===== config.mk =====
export PLATFORM = sky130hd
export DESIGN_NAME = c906_mmu_mbist_ctrl
export DESIGN_NICKNAME = d
export VERILOG_FILES = /design/src/rtl/c906_mmu_mbist_pkg.sv /design/src/rtl/c906_mmu_mbist_cmp.sv /design/src/rtl/c906_mmu_mbist_ctrl.sv
export SDC_FILE = /design/constraint.sdc
export NUM_CORES = 1
export LEC_CHECK = 0
export CAP_MARGIN = 10
export CORE_MARGIN = 2
export CORE_UTILIZATION = 38
export DETAILED_ROUTE_END_ITERATION = 8
export PLACE_DENSITY = 0.93
export SLEW_MARGIN = 5
export SYNTH_ARGS = -nofsm -noshare
export SYNTH_HDL_FRONTEND = slang
export SYNTH_SLANG_ARGS = --single-unit

===== constraint.sdc =====
create_clock -name forever_clk -period 5.43 [get_ports forever_clk]
set_input_delay 1.629 -clock forever_clk [delete_from_list [all_inputs] [get_ports forever_clk]]
set_output_delay 1.629 -clock forever_clk [all_outputs]
set_load 0.005 [all_outputs]

===== src/rtl/c906_mmu_mbist_pkg.sv =====
// Shared encodings for the JTLB March C- MBIST controller.
package c906_mmu_mbist_pkg;

   typedef enum logic [1:0] {
      ST_IDLE  = 2'd0,
      ST_RUN   = 2'd1,
      ST_DRAIN = 2'd2,
      ST_DONE  = 2'd3
   } state_e;

   typedef enum logic [2:0] {
      ELEM_E0 = 3'd0,
      ELEM_E1 = 3'd1,
      ELEM_E2 = 3'd2,
      ELEM_E3 = 3'd3,
      ELEM_E4 = 3'd4,
      ELEM_E5 = 3'd5
   } elem_e;

   // Per-element tables, bit index = element number; read/write polarity 1 means ~B.
   localparam logic [7:0] ELEM_DOWN   = 8'b0001_1000;
   localparam logic [7:0] ELEM_HAS_RD = 8'b0011_1110;
   localparam logic [7:0] ELEM_HAS_WR = 8'b0001_1111;
   localparam logic [7:0] ELEM_RD_INV = 8'b0001_0100;
   localparam logic [7:0] ELEM_WR_INV = 8'b0000_1010;

   localparam int unsigned CKBD_MAX_W = 128;

   function automatic logic [CKBD_MAX_W-1:0] ckbd_word(input logic odd_addr);
      return odd_addr ? {(CKBD_MAX_W/2){2'b10}} : {(CKBD_MAX_W/2){2'b01}};
   endfunction

endpackage


===== src/rtl/c906_mmu_mbist_cmp.sv =====
// Read-compare pipeline aligned to SRAM read latency, with first-failure capture.
module c906_mmu_mbist_cmp
   import c906_mmu_mbist_pkg::*;
#(
   parameter int unsigned ADDR_WIDTH = 7,
   parameter int unsigned DATA_WIDTH = 88,
   parameter int unsigned RD_LAT     = 1
) (
   input  logic                  clk,
   input  logic                  rst,
   input  logic                  clr,
   input  logic                  push,
   input  logic [DATA_WIDTH-1:0] push_exp,
   input  logic [ADDR_WIDTH-1:0] push_addr,
   input  logic [3:0]            push_elem,
   input  logic [DATA_WIDTH-1:0] sram_q,
   output logic                  fail,
   output logic [ADDR_WIDTH-1:0] fail_addr,
   output logic [3:0]            fail_elem,
   output logic                  mismatch_c
);

   localparam int unsigned LAST = RD_LAT - 1;

   logic                  vld_q  [RD_LAT];
   logic                  vld_d  [RD_LAT];
   logic [DATA_WIDTH-1:0] exp_q  [RD_LAT];
   logic [DATA_WIDTH-1:0] exp_d  [RD_LAT];
   logic [ADDR_WIDTH-1:0] addr_q [RD_LAT];
   logic [ADDR_WIDTH-1:0] addr_d [RD_LAT];
   logic [3:0]            elem_q [RD_LAT];
   logic [3:0]            elem_d [RD_LAT];

   logic                  fail_q, fail_d;
   logic [ADDR_WIDTH-1:0] fail_addr_q, fail_addr_d;
   logic [3:0]            fail_elem_q, fail_elem_d;

   always_comb begin
      vld_d[0]  = push;
      exp_d[0]  = push_exp;
      addr_d[0] = push_addr;
      elem_d[0] = push_elem;
      for (int i = 1; i < int'(RD_LAT); i++) begin
         vld_d[i]  = vld_q[i-1];
         exp_d[i]  = exp_q[i-1];
         addr_d[i] = addr_q[i-1];
         elem_d[i] = elem_q[i-1];
      end

      // Only the first mismatch is reported; later in-flight ones are dropped.
      mismatch_c  = vld_q[LAST] && (sram_q != exp_q[LAST]) && !fail_q;
      fail_d      = fail_q;
      fail_addr_d = fail_addr_q;
      fail_elem_d = fail_elem_q;
      if (clr) begin
         fail_d      = 1'b0;
         fail_addr_d = '0;
         fail_elem_d = '0;
      end else if (mismatch_c) begin
         fail_d      = 1'b1;
         fail_addr_d = addr_q[LAST];
         fail_elem_d = elem_q[LAST];
      end
   end

   always_ff @(posedge clk) begin
      if (rst) begin
         for (int i = 0; i < int'(RD_LAT); i++) begin
            vld_q[i]  <= 1'b0;
            exp_q[i]  <= '0;
            addr_q[i] <= '0;
            elem_q[i] <= '0;
         end
         fail_q      <= 1'b0;
         fail_addr_q <= '0;
         fail_elem_q <= '0;
      end else begin
         for (int i = 0; i < int'(RD_LAT); i++) begin
            vld_q[i]  <= vld_d[i];
            exp_q[i]  <= exp_d[i];
            addr_q[i] <= addr_d[i];
            elem_q[i] <= elem_d[i];
         end
         fail_q      <= fail_d;
         fail_addr_q <= fail_addr_d;
         fail_elem_q <= fail_elem_d;
      end
   end

   assign fail      = fail_q;
   assign fail_addr = fail_addr_q;
   assign fail_elem = fail_elem_q;

endmodule


===== src/rtl/c906_mmu_mbist_ctrl.sv =====
// March C- MBIST controller for one JTLB SRAM; MMU_MBIST_CKBD_EN adds a checkerboard pass.
module c906_mmu_mbist_ctrl
   import c906_mmu_mbist_pkg::*;
#(
   parameter int unsigned ADDR_WIDTH = 7,
   parameter int unsigned DATA_WIDTH = 88,
   parameter int unsigned RD_LAT     = 1
) (
   input  logic                  forever_clk,
   input  logic                  forever_rst,
   input  logic                  bist_start,
   output logic                  bist_busy,
   output logic                  bist_done,
   output logic                  bist_pass,
   output logic [ADDR_WIDTH-1:0] bist_fail_addr,
   output logic [3:0]            bist_fail_elem,
   output logic [ADDR_WIDTH-1:0] sram_a,
   output logic                  sram_cen,
   output logic                  sram_gwen,
   output logic [DATA_WIDTH-1:0] sram_wen,
   output logic [DATA_WIDTH-1:0] sram_d,
   input  logic [DATA_WIDTH-1:0] sram_q
);

`ifdef MMU_MBIST_CKBD_EN
   localparam logic CKBD_EN = 1'b1;
`else
   localparam logic CKBD_EN = 1'b0;
`endif
   localparam int unsigned DRAIN_W = (RD_LAT > 1) ? $clog2(RD_LAT) : 1;

   state_e                state_q, state_d;
   elem_e                 elem_q, elem_d, nxt_elem;
   logic [ADDR_WIDTH-1:0] addr_q, addr_d;
   logic                  ph_q, ph_d;
   logic                  bg_q, bg_d;
   logic [DRAIN_W-1:0]    drain_q, drain_d;
   logic                  busy_q, busy_d, done_q, done_d, pass_q, pass_d;
   logic [ADDR_WIDTH-1:0] sram_a_q, sram_a_d;
   logic                  sram_cen_q, sram_cen_d, sram_gwen_q, sram_gwen_d;
   logic [DATA_WIDTH-1:0] sram_wen_q, sram_wen_d, sram_d_q, sram_d_d;
   logic                  rd_q, rd_d;
   logic [DATA_WIDTH-1:0] exp_q, exp_d, pat;
   logic [3:0]            tag_elem_q, tag_elem_d;
   logic                  issue, clr, last_addr, slot_end, run_end;
   logic                  fail, mismatch_c;

   // Cursor (bg, elem, addr, ph) names the op currently on the SRAM pins; ph=1 is the write slot.
   always_comb begin
      state_d  = state_q;
      elem_d   = elem_q;
      addr_d   = addr_q;
      ph_d     = ph_q;
      bg_d     = bg_q;
      drain_d  = drain_q;
      issue    = 1'b0;
      clr      = 1'b0;
      nxt_elem = (elem_q == ELEM_E5) ? ELEM_E0 : elem_e'(elem_q + 3'd1);
      last_addr = ELEM_DOWN[elem_q] ? (addr_q == '0) : (addr_q == '1);
      slot_end  = ph_q || !ELEM_HAS_WR[elem_q];
      run_end   = slot_end && last_addr && (elem_q == ELEM_E5) && (bg_q || !CKBD_EN);

      case (state_q)
         ST_IDLE, ST_DONE: begin
            if (bist_start) begin
               state_d = ST_RUN;
               clr     = 1'b1;
               elem_d  = ELEM_E0;
               addr_d  = '0;
               ph_d    = 1'b1;
               bg_d    = 1'b0;
               issue   = 1'b1;
            end
         end
         ST_RUN: begin
            if (mismatch_c || run_end) begin
               state_d = ST_DRAIN;
               drain_d = '0;
            end else begin
               issue = 1'b1;
               if (!slot_end) begin
                  ph_d = 1'b1;
               end else if (!last_addr) begin
                  addr_d = ELEM_DOWN[elem_q] ? addr_q - ADDR_WIDTH'(1) : addr_q + ADDR_WIDTH'(1);
                  ph_d   = !ELEM_HAS_RD[elem_q];
               end else begin
                  elem_d = nxt_elem;
                  bg_d   = bg_q || (elem_q == ELEM_E5);
                  addr_d = ELEM_DOWN[nxt_elem] ? '1 : '0;
                  ph_d   = !ELEM_HAS_RD[nxt_elem];
               end
            end
         end
         ST_DRAIN: begin
            if (drain_q == DRAIN_W'(RD_LAT - 1)) state_d = ST_DONE;
            else                                 drain_d = drain_q + DRAIN_W'(1);
         end
         default: state_d = ST_IDLE;
      endcase

      sram_cen_d  = 1'b1;
      sram_gwen_d = 1'b1;
      sram_wen_d  = '1;
      sram_a_d    = sram_a_q;
      sram_d_d    = sram_d_q;
      rd_d        = 1'b0;
      exp_d       = exp_q;
      tag_elem_d  = tag_elem_q;
      pat         = bg_d ? DATA_WIDTH'(ckbd_word(addr_d[0])) : '0;
      if (issue) begin
         sram_cen_d = 1'b0;
         sram_a_d   = addr_d;
         if (ph_d) begin
            sram_gwen_d = 1'b0;
            sram_wen_d  = '0;
            sram_d_d    = pat ^ {DATA_WIDTH{ELEM_WR_INV[elem_d]}};
         end else begin
            rd_d       = 1'b1;
            exp_d      = pat ^ {DATA_WIDTH{ELEM_RD_INV[elem_d]}};
            tag_elem_d = {bg_d, elem_d};
         end
      end

      busy_d = (state_d == ST_RUN) || (state_d == ST_DRAIN);
      done_d = (state_d == ST_DONE);
      pass_d = (state_d == ST_DONE) && ((state_q == ST_DONE) ? pass_q : !(fail || mismatch_c));
   end

   always_ff @(posedge forever_clk) begin
      if (forever_rst) begin
         state_q     <= ST_IDLE;
         elem_q      <= ELEM_E0;
         addr_q      <= '0;
         ph_q        <= 1'b0;
         bg_q        <= 1'b0;
         drain_q     <= '0;
         busy_q      <= 1'b0;
         done_q      <= 1'b0;
         pass_q      <= 1'b0;
         sram_a_q    <= '0;
         sram_cen_q  <= 1'b1;
         sram_gwen_q <= 1'b1;
         sram_wen_q  <= '1;
         sram_d_q    <= '0;
         rd_q        <= 1'b0;
         exp_q       <= '0;
         tag_elem_q  <= '0;
      end else begin
         state_q     <= state_d;
         elem_q      <= elem_d;
         addr_q      <= addr_d;
         ph_q        <= ph_d;
         bg_q        <= bg_d;
         drain_q     <= drain_d;
         busy_q      <= busy_d;
         done_q      <= done_d;
         pass_q      <= pass_d;
         sram_a_q    <= sram_a_d;
         sram_cen_q  <= sram_cen_d;
         sram_gwen_q <= sram_gwen_d;
         sram_wen_q  <= sram_wen_d;
         sram_d_q    <= sram_d_d;
         rd_q        <= rd_d;
         exp_q       <= exp_d;
         tag_elem_q  <= tag_elem_d;
      end
   end

   c906_mmu_mbist_cmp #(
      .ADDR_WIDTH (ADDR_WIDTH),
      .DATA_WIDTH (DATA_WIDTH),
      .RD_LAT     (RD_LAT)
   ) u_cmp (
      .clk        (forever_clk),
      .rst        (forever_rst),
      .clr        (clr),
      .push       (rd_q),
      .push_exp   (exp_q),
      .push_addr  (sram_a_q),
      .push_elem  (tag_elem_q),
      .sram_q     (sram_q),
      .fail       (fail),
      .fail_addr  (bist_fail_addr),
      .fail_elem  (bist_fail_elem),
      .mismatch_c (mismatch_c)
   );

   assign bist_busy = busy_q;
   assign bist_done = done_q;
   assign bist_pass = pass_q;
   assign sram_a    = sram_a_q;
   assign sram_cen  = sram_cen_q;
   assign sram_gwen = sram_gwen_q;
   assign sram_wen  = sram_wen_q;
   assign sram_d    = sram_d_q;

endmodule


==> results.json, run 1 <==
{
  "outcome": "finished clean",
  "tns_ps": 0,
  "io-pin-count": 290,
  "crit_path_end_kind": "flop",
  "rows": 40,
  "worst_pin_slew_ps": 1044,
  "syn_to_final_growth_pct": 45.83,
  "dr.pass1.iters": 5,
  "synth_top_cell_by_area": "buf_4",
  "drive_gt1_share_pct": 4.467,
  "setup_violations": 0,
  "hold_viol": 0,
  "overflow": 0,
  "hpwl_mm": 9.939,
  "fin_crit_ps": 4884,
  "slew_headroom_pct": 30.37,
  "wl_mm": 12.73,
  "drc": 0,
  "fmax_ghz": 0.2047,
  "htreeDepth": 3,
  "leakagePower_uw": 0.002462,
  "ys_top_cells_by_area": "buf_4, dfxtp_1, nor2_1, nor2b_1, mux2i_1",
  "via_per_inst": 5.006,
  "yosysTopAreaCellShare_pct": 28.28,
  "async_flop_share_pct": 0,
  "synth_edf_count": 0,
  "seq_area_frac_synth_pct": 27.74,
  "die_area_um2": 13050,
  "cts_tree": "done",
  "die_height_um": 114.3,
  "antenna_found_initial": 0,
  "grtUsageTotal_pct": 18.54,
  "synth_nets": 671,
  "critPathBufInv": 1,
  "maxSlewViolCount": 0,
  "post-route-period-util_pct": 89.95,
  "cp_max_fo": 9,
  "grt_pass1_vias": 3829,
  "start_kind": "input port",
  "vias": 4210,
  "grt_setup_unrepaired": "false",
  "cts.path.max_buffers": 2,
  "path_delay_family": "simple AND/OR/NAND/NOR gates",
  "critPathMaxStageDelay_ps": 560,
  "die_w_um": 114.3,
  "yosysWarnings": 0,
  "cts_buffers": 9,
  "critical_path_class": "input port to flop",
  "core_area_um2": 11960,
  "hp-class": "flop to flop",
  "vdd.ir_drop.worst_mv": 0.1468,
  "diodes": 0,
  "post_cts_buffers": 0,
  "cts_resized": 0,
  "insertion_delay_ps": 330,
  "final_nets": 790,
  "nFillCells": 1009,
  "cp_data_required_time_ps": 5680,
  "synth_ff_type": "dfxtp_1",
  "max-cap-violations": 0,
  "ant_nets": 0,
  "arrival_ps": 5130,
  "critPathSlowestCell": "or4_1",
  "clockRootBuffer": "clkbuf_16",
  "start_util_pct": 38.62,
  "synthDistinctLibCells": 56,
  "synth_common_cells": "buf_4, dfxtp_1, nor2_1",
  "ctsHoldBuffers": 0,
  "portBuffers": 289,
  "dr.first_iter.drc_count": 352,
  "gp_congestion": 0.9545,
  "postSynthAreaPerCell_um2": 8.104,
  "p_per_area_nw_per_um2": 266.6,
  "multi_input_area_um2": 1937,
  "mappedNetlistArea_um2": 4619,
  "ys_ff_latch": 64,
  "cts_sinks": 64,
  "path_cells": "clkdlybuf4s50_1 -> or4_1 -> nor4_1 -> o22ai_1 -> or4_4 -> o21a_1 -> o31ai_1 -> o2111ai_2 -> or2_2 -> o21ai_0",
  "grt_max_degree": 53,
  "clk_pin_slew_worst_paths_ps": 60,
  "grt_pass1_wl_mm": 19.46,
  "final_util_pct": 56.32,
  "skew_ps": 4.303,
  "layout.area.seq_um2": 1282,
  "syn_inst": 570,
  "wl_per_cell_um": 15.13,
  "synth_most_common_cell": "buf_4"
}
-- layout by cell type, fill, tap and decap left out, types with 11 or more instances in the layout --
cell type / synthesis / routed
a21oi_1: 19 / 19
clkdlybuf4s50_1: 0 / 289
dfxtp_1: 64 / 63
mux2i_1: 16 / 16
nand2_1: 23 / 23
nand3_1: 13 / 13
nand4_1: 13 / 13
nor2_1: 58 / 58
nor2b_1: 26 / 26
nor3_1: 16 / 16
nor4_1: 11 / 11
-- final timing paths --
path,from,end,slack [ps],cells past startpoint
worst min-delay path,tag_elem_q[3],u_cmp.elem_q[0][3],430,2
worst max register to register,u_cmp.exp_q[0][85],exp_q[86],1880,9
worst max-delay path,sram_q[4],exp_q[86],550,10
worst min register to register,tag_elem_q[3],u_cmp.elem_q[0][3],430,2
-- cell type report --
class                           count  share of cell area [%]
Multi-Input combinational cell    309                   28.75
Sequential cell                    64                   19.04
Clock inverter                      7                   1.560
Timing Repair Buffer              297                   44.13
Tap cell                          147                   2.730
Clock buffer                        9                   3.343
Inverter                            8                  0.4458
-- metrics by stage --
stage	std cells	power, uW	cell area, um2	hold slack (ps)	setup slack [ps]
final	841	1796	6736	434.5	545.9
after global routing	841	1876	6736	464.3	275.7
after CTS	840	1803	6709	441.0	561.7
after detailed placement	824	1178	6379	433.1	215.5
after global placement	824	1164	6379	419.8	312.3
after floorplan	570	950.0	4619	410.1	844.3
-- state kept, by name (all words and copies together), names as in the netlist, 2 cells and up, named ones only --
name,flops
u_cmp.exp_q,2
elem_q,3
addr_q,7
exp_q,2
u_cmp.fail_addr,7
u_cmp.addr_q,7
state_q,2
u_cmp.elem_q,4
sram_d,2
sram_a,7
u_cmp.fail_elem,4
tag_elem_q,4
-- routing by layer --
metal | vias up | global-route usage, % | share of wire [%]
li1 | 2056 | - | -
met1 | 1951 | 22.67 | 42
met2 | 179 | 32.38 | 51
met3 | 24 | 4.235 | 5.1
met4 | 0 | 5.691 | 1.7
met5 | - | 0 | 0
-- worst min-delay path: stages, from the launching register on --
cell,delay (ps)
dfxtp_1,290
inv_1,60
nor2_1,40
-- cells by family after synthesis --
family / count (synthesis) / synth area share [%]
flip-flops: 64 / 27.74
multiplexers: 17 / 3.711
XOR/XNOR: 7 / 1.327
AND/OR/NAND/NOR: 196 / 22.24
buffers and inverters: 197 / 30.34
AO/OA/AOI/OAI: 79 / 11.78
adder cells (fa/ha/maj): 10 / 2.871
-- power breakdown --
part | total (uW) | internal [uW] | switching, uW
registers | 522 | 494 | 28.3
clock network | 624 | 407 | 217
logic | 650 | 426 | 224
Power figures use the tool's default switching activity.
==> run 2: changes to the inputs <==
CORE_ASPECT_RATIO = 1.4   (was unset)
==> run 2 against run 1 <==
Compared with the run above:
- global-route usage decreased by 2.0 points
- design area fell by 1.1%
- first-iteration DRC count down 38%
- power fell by 7.1%
- largest power group unchanged
- largest cell class unchanged
- critical path type unchanged
- die area is essentially flat
- count of clock-buffer cells in the layout up 3
==> results.json, run 2 (synthesis results as in run 1) <==
{
  "htreeDepth": 3,
  "drc": 0,
  "leakagePower_uw": 0.002432,
  "critical_path_class": "input port to flop",
  "start_util_pct": 39.08,
  "skew_ps": 6.650,
  "syn_to_final_growth_pct": 44.28,
  "path_cells": "clkdlybuf4s50_1 -> or4_4 -> nor4_2 -> o22ai_1 -> or4_4 -> o21a_1 -> o31ai_1 -> o2111ai_2 -> or2_2 -> o21ai_0",
  "maxSlewViolCount": 0,
  "setup_violations": 0,
  "vdd.ir_drop.worst_mv": 0.1374,
  "io-pin-count": 290,
  "drive_gt1_share_pct": 4.046,
  "crit_top_cell": "or4_4",
  "slew_headroom_pct": 33.05,
  "setup_ws_ps": 607.3,
  "grt_setup_unrepaired": "false",
  "arrival_ps": 5060,
  "vias": 4168,
  "multi_input_area_um2": 1937,
  "dr.first_iter.drc_count": 219,
  "post-route-period-util_pct": 88.82,
  "core_area_um2": 11820,
  "placed_area_um2": 6371,
  "grtUsageTotal_pct": 16.54,
  "reg2reg_from": "u_cmp.exp_q[0][86]",
  "pre_cts_ws_ps": 283.8,
  "overflow": 0,
  "fin_crit_ps": 4823,
  "hold_viol": 0,
  "die_w_um": 97.19,
  "wl_mm": 11.76,
  "gp_congestion": 0.8758,
  "critPathMaxStageDelay_ps": 550,
  "clockRootBuffer": "clkbuf_16",
  "path_depth": 10,
  "p_per_area_nw_per_um2": 250.2,
  "cts.path.max_buffers": 2,
  "die_area_um2": 13070,
  "cp_data_required_time_ps": 5670,
  "layout_common_cells": "clkdlybuf4s50_1, dfxtp_1, nor2_1",
  "r2r_cells": 9,
  "diodes": 0,
  "cts_sinks": 64,
  "final_common_cell": "clkdlybuf4s50_1",
  "max-cap-violations": 0,
  "dr.pass1.iters": 4,
  "ctsHoldBuffers": 0,
  "worst_pin_slew_ps": 1004,
  "crit_path_end_kind": "flop",
  "worst_r2r_endpoint": "exp_q[86]",
  "die_height_um": 134.5,
  "start_kind": "input port",
  "stdcell_count": 839,
  "clk_pin_slew_worst_paths_ps": 50,
  "layout.area.seq_um2": 1284,
  "reg2reg_setup_slack_ps": 2010,
  "ant_nets": 0,
  "critPathSlowestCell": "or4_4",
  "nFillCells": 1005,
  "rows": 47,
  "grt_max_degree": 50,
  "path_delay_family": "simple AND/OR/NAND/NOR gates",
  "startpoint": "sram_q[69]",
  "hp-class": "flop to flop",
  "cts_tree": "done",
  "final_nets": 789,
  "grt_pass1_vias": 3806,
  "place_inst": 823,
  "worstSetupEndpoint": "exp_q[86]",
  "tns_ps": 0,
  "cp_max_fo": 9,
  "post_cts_buffers": 0,
  "insertion_delay_ps": 320,
  "portBuffers": 289,
  "outcome": "finished clean",
  "grt_pass1_wl_mm": 17.91,
  "wl_per_cell_um": 14.02,
  "report.power.total_uw": 1668,
  "fmax_ghz": 0.2074,
  "fin_area_um2": 6665,
  "critPathBufInv": 1,
  "hpwl_mm": 9.245,
  "antenna_found_initial": 0,
  "cts_resized": 0,
  "via_per_inst": 4.968,
  "cts_buffers": 9
}
## run 2: cell types whose count changed in the layout (fill, tap and decap cells not counted), sizes merged
cell,change
clkbuf,+3
inv,-1
bufinv,-2
buf,-1
clkinvlp,-1
## run 2: layout make-up
cell class              count  share of cell area [%]
flip-flops and latches     64                   19.26
repair buffers            296                   44.49
clock buffers              12                   3.698
well taps                 147                   2.760
multi-input cells         309                   29.06
clock inverters             3                  0.2816
inverters                   8                  0.4505
## run 2: layer usage
layer	GRT usage, %	share of wire [%]	vias up	wire, um
met1	18.99	40	1855	4678
met4	6.729	2.9	0	338
met5	0	0	-	0
met2	30.25	49	235	5760
li1	-	-	2045	-
met3	2.899	8.4	33	986
## run 2: where the power goes
group          leakage [uW]  switching, uW  internal [uW]  total, uW
Sequential         0.000520           38.9            495        534
Clock              0.000132            188            317        505
Combinational       0.00178            205            424        629
## run 2: how the worst min path moves through the flow
| stage | startpoint | to | slack, ps | cells past startpoint |
|---|---|---|---|---|
| floorplan | tag_elem_q[3] | u_cmp.elem_q[0][3] | 410 | 2 |
| global route | rd_q | u_cmp.vld_q[0] | 460 | 1 |
| detailed placement | tag_elem_q[3] | u_cmp.elem_q[0][3] | 430 | 2 |
| global placement | tag_elem_q[3] | u_cmp.elem_q[0][3] | 430 | 2 |
| finish | rd_q | u_cmp.vld_q[0] | 450 | 1 |
| CTS | rd_q | u_cmp.vld_q[0] | 450 | 1 |
## run 2: through the flow
| step | utilization (%) | hold WS [ps] |
|---|---|---|
| after global placement | 53.90 | 428.2 |
| after global routing | 56.39 | 458.3 |
| after floorplan | - | 410.1 |
| final | 56.39 | 446.0 |
| after CTS | 56.14 | 445.9 |
| after detailed placement | 53.90 | 431.4 |
==> run 3: changes to the inputs <==
GPL_TIMING_DRIVEN = 0   (was unset)
==> run 3 against run 2 <==
Compared with the run above:
- non-clock buffer count is 182 higher
- clock skew down 1.2 ps
- global-route usage is 4.4 points higher
- cell count is 22% higher
- combinational power grew 39%
- maximum frequency shrank 5.2%
- core utilization increased by 12 points
- flip-flop and latch count unchanged
- worst hold slack improved by 4.8 ps
- critical endpoint is now sram_a[1]
- first-iteration DRC count rose by 30%
==> results.json, run 3 (synthesis results as in run 1) <==
{
  "outcome": "finished clean",
  "die_w_um": 97.19,
  "max-cap-violations": 0,
  "grt_pass1_vias": 4692,
  "crit_path_end_kind": "flop",
  "die_area_um2": 13070,
  "final_util_pct": 68.04,
  "leakagePower_uw": 0.003286,
  "critical_path_class": "input port to flop",
  "critPathMaxStageDelay_ps": 540,
  "p_sw_share_pct": 24.88,
  "htreeDepth": 3,
  "path_cells": "clkdlybuf4s50_1 -> or4_1 -> nor4_1 -> o22ai_1 -> or4_4 -> o21ai_2 -> a32o_1 -> and2_1 -> clkbuf_1 -> buf_2 -> nor2_1 -> a211oi_1",
  "multi_input_area_um2": 1947,
  "grt_max_degree": 90,
  "power_frac_clock_pct": 30.5,
  "vias": 4902,
  "seq_power_share_pct": 27.0,
  "reg2reg_from": "u_cmp.exp_q[0][85]",
  "worst_pin_slew_ps": 828.0,
  "grt_setup_unrepaired": "false",
  "arrival_ps": 5320,
  "maxSlewViolCount": 0,
  "nFillCells": 873,
  "wl_per_cell_um": 13.96,
  "die_height_um": 134.5,
  "cts.path.max_buffers": 2,
  "cts_sinks": 64,
  "core_area_um2": 11820,
  "critPathSlowestCell": "or4_1",
  "fmax_ghz": 0.1965,
  "worst_r2r_endpoint": "sram_a[1]",
  "hp-class": "flop to flop",
  "hp-start": "rd_q",
  "slew_headroom_pct": 44.80,
  "clockRootBuffer": "clkbuf_16",
  "clk_pin_slew_worst_paths_ps": 60,
  "insertion_delay_ps": 330,
  "antenna_found_initial": 0,
  "report.power.total_uw": 2062,
  "cp_data_required_time_ps": 5660,
  "post-route-period-util_pct": 93.71,
  "wl_mm": 14.27,
  "reg2reg_setup_slack_ps": 1720,
  "r2r_cells": 12,
  "rows": 47,
  "overflow": 0,
  "syn_to_final_growth_pct": 74.11,
  "final_common_cell": "clkdlybuf4s50_1",
  "start_kind": "input port",
  "io-pin-count": 290,
  "dr.pass1.iters": 5,
  "final_nets": 971,
  "setup_violations": 0,
  "hpwl_mm": 11.27,
  "via_per_inst": 4.796,
  "drive_gt1_share_pct": 23.20,
  "p_sw_uw": 513.1,
  "vdd.ir_drop.worst_mv": 0.1778,
  "hold_path_depth": 1,
  "grtUsageTotal_pct": 20.93,
  "layout.area.seq_um2": 1287,
  "tns_ps": 0,
  "ant_nets": 0,
  "skew_ps": 5.492,
  "fin_crit_ps": 5088,
  "start_util_pct": 39.08,
  "min_to": "u_cmp.vld_q[0]",
  "cts_buffers": 9,
  "cp_max_fo": 10,
  "cts_tree": "done",
  "layout_common_cells": "clkdlybuf4s50_1, buf_4, dfxtp_1",
  "grt_pass1_wl_mm": 22.78,
  "gp_congestion": 0.9488,
  "dr.first_iter.drc_count": 285,
  "drc": 0,
  "p_per_area_nw_per_um2": 256.4,
  "diodes": 0,
  "portBuffers": 289,
  "p_int_uw": 1549,
  "ctsHoldBuffers": 0,
  "hold_viol": 0,
  "comb_power_share_pct": 42.5
}
## run 3: power groups by stage
stage	clock [uW]	combinational, uW	sequential, uW
after floorplan	0	398	552
after global placement	0	885	565
after detailed placement	0	883	567
after CTS	631	889	558
after global routing	659	938	566
final	628	877	557
## run 3: how the worst max path moves through the flow
stage | depth (start not counted) | to | slack (ps) | startpoint
floorplan | 10 | sram_d[86] | 840 | sram_q[44]
global placement | 10 | sram_d[85] | 80 | sram_q[78]
detailed placement | 12 | sram_a[1] | -50 | sram_q[46]
CTS | 12 | sram_a[1] | 200 | sram_q[46]
global route | 12 | sram_a[0] | 180 | sram_q[37]
finish | 12 | sram_a[1] | 340 | sram_q[46]
## run 3: worst max-delay path: cells and delay by family
kind	cells	cell delay, ps
AO/OA/AOI/OAI	4	1000
buffers and inverters	3	1120
AND/OR/NAND/NOR	5	1550
## run 3: final cells by class
cell class,instances,area share [%]
tap,147,2.287
multi-input combinational,309,24.21
sequential,64,16.01
clock inverter,6,1.136
inverter,8,0.3734
buffer,189,17.05
timing repair buffer,289,35.97
clock buffer,10,2.971
## run 3: repair_timing
action,CTS,global route
endpoints found under the setup margin,0,3
resized for setup,0,2
setup buffers,0,0
## run 3: stage by stage
step | hold WS [ps] | instances | area [um2] | worst slack, ps
6_report | 450.9 | 1022 | 8043 | 341.6
5_1_grt | 469.0 | 1022 | 8043 | 176.6
4_1_cts | 454.0 | 1022 | 8030 | 204.5
3_5_place_dp | 427.8 | 1006 | 7700 | -50.13
3_3_place_gp | 415.1 | 1006 | 7696 | 83.67
2_1_floorplan | 410.1 | 570 | 4619 | 844.3
## run 3: routing by layer
layer  part of all wire, %  global-route usage [%]  vias up
met5                     0                       0        -
met4                   3.0                   8.998        0
met3                   9.6                   5.952       41
met2                    49                   37.38      270
met1                    38                   23.15     2163
li1                      -                       -     2428
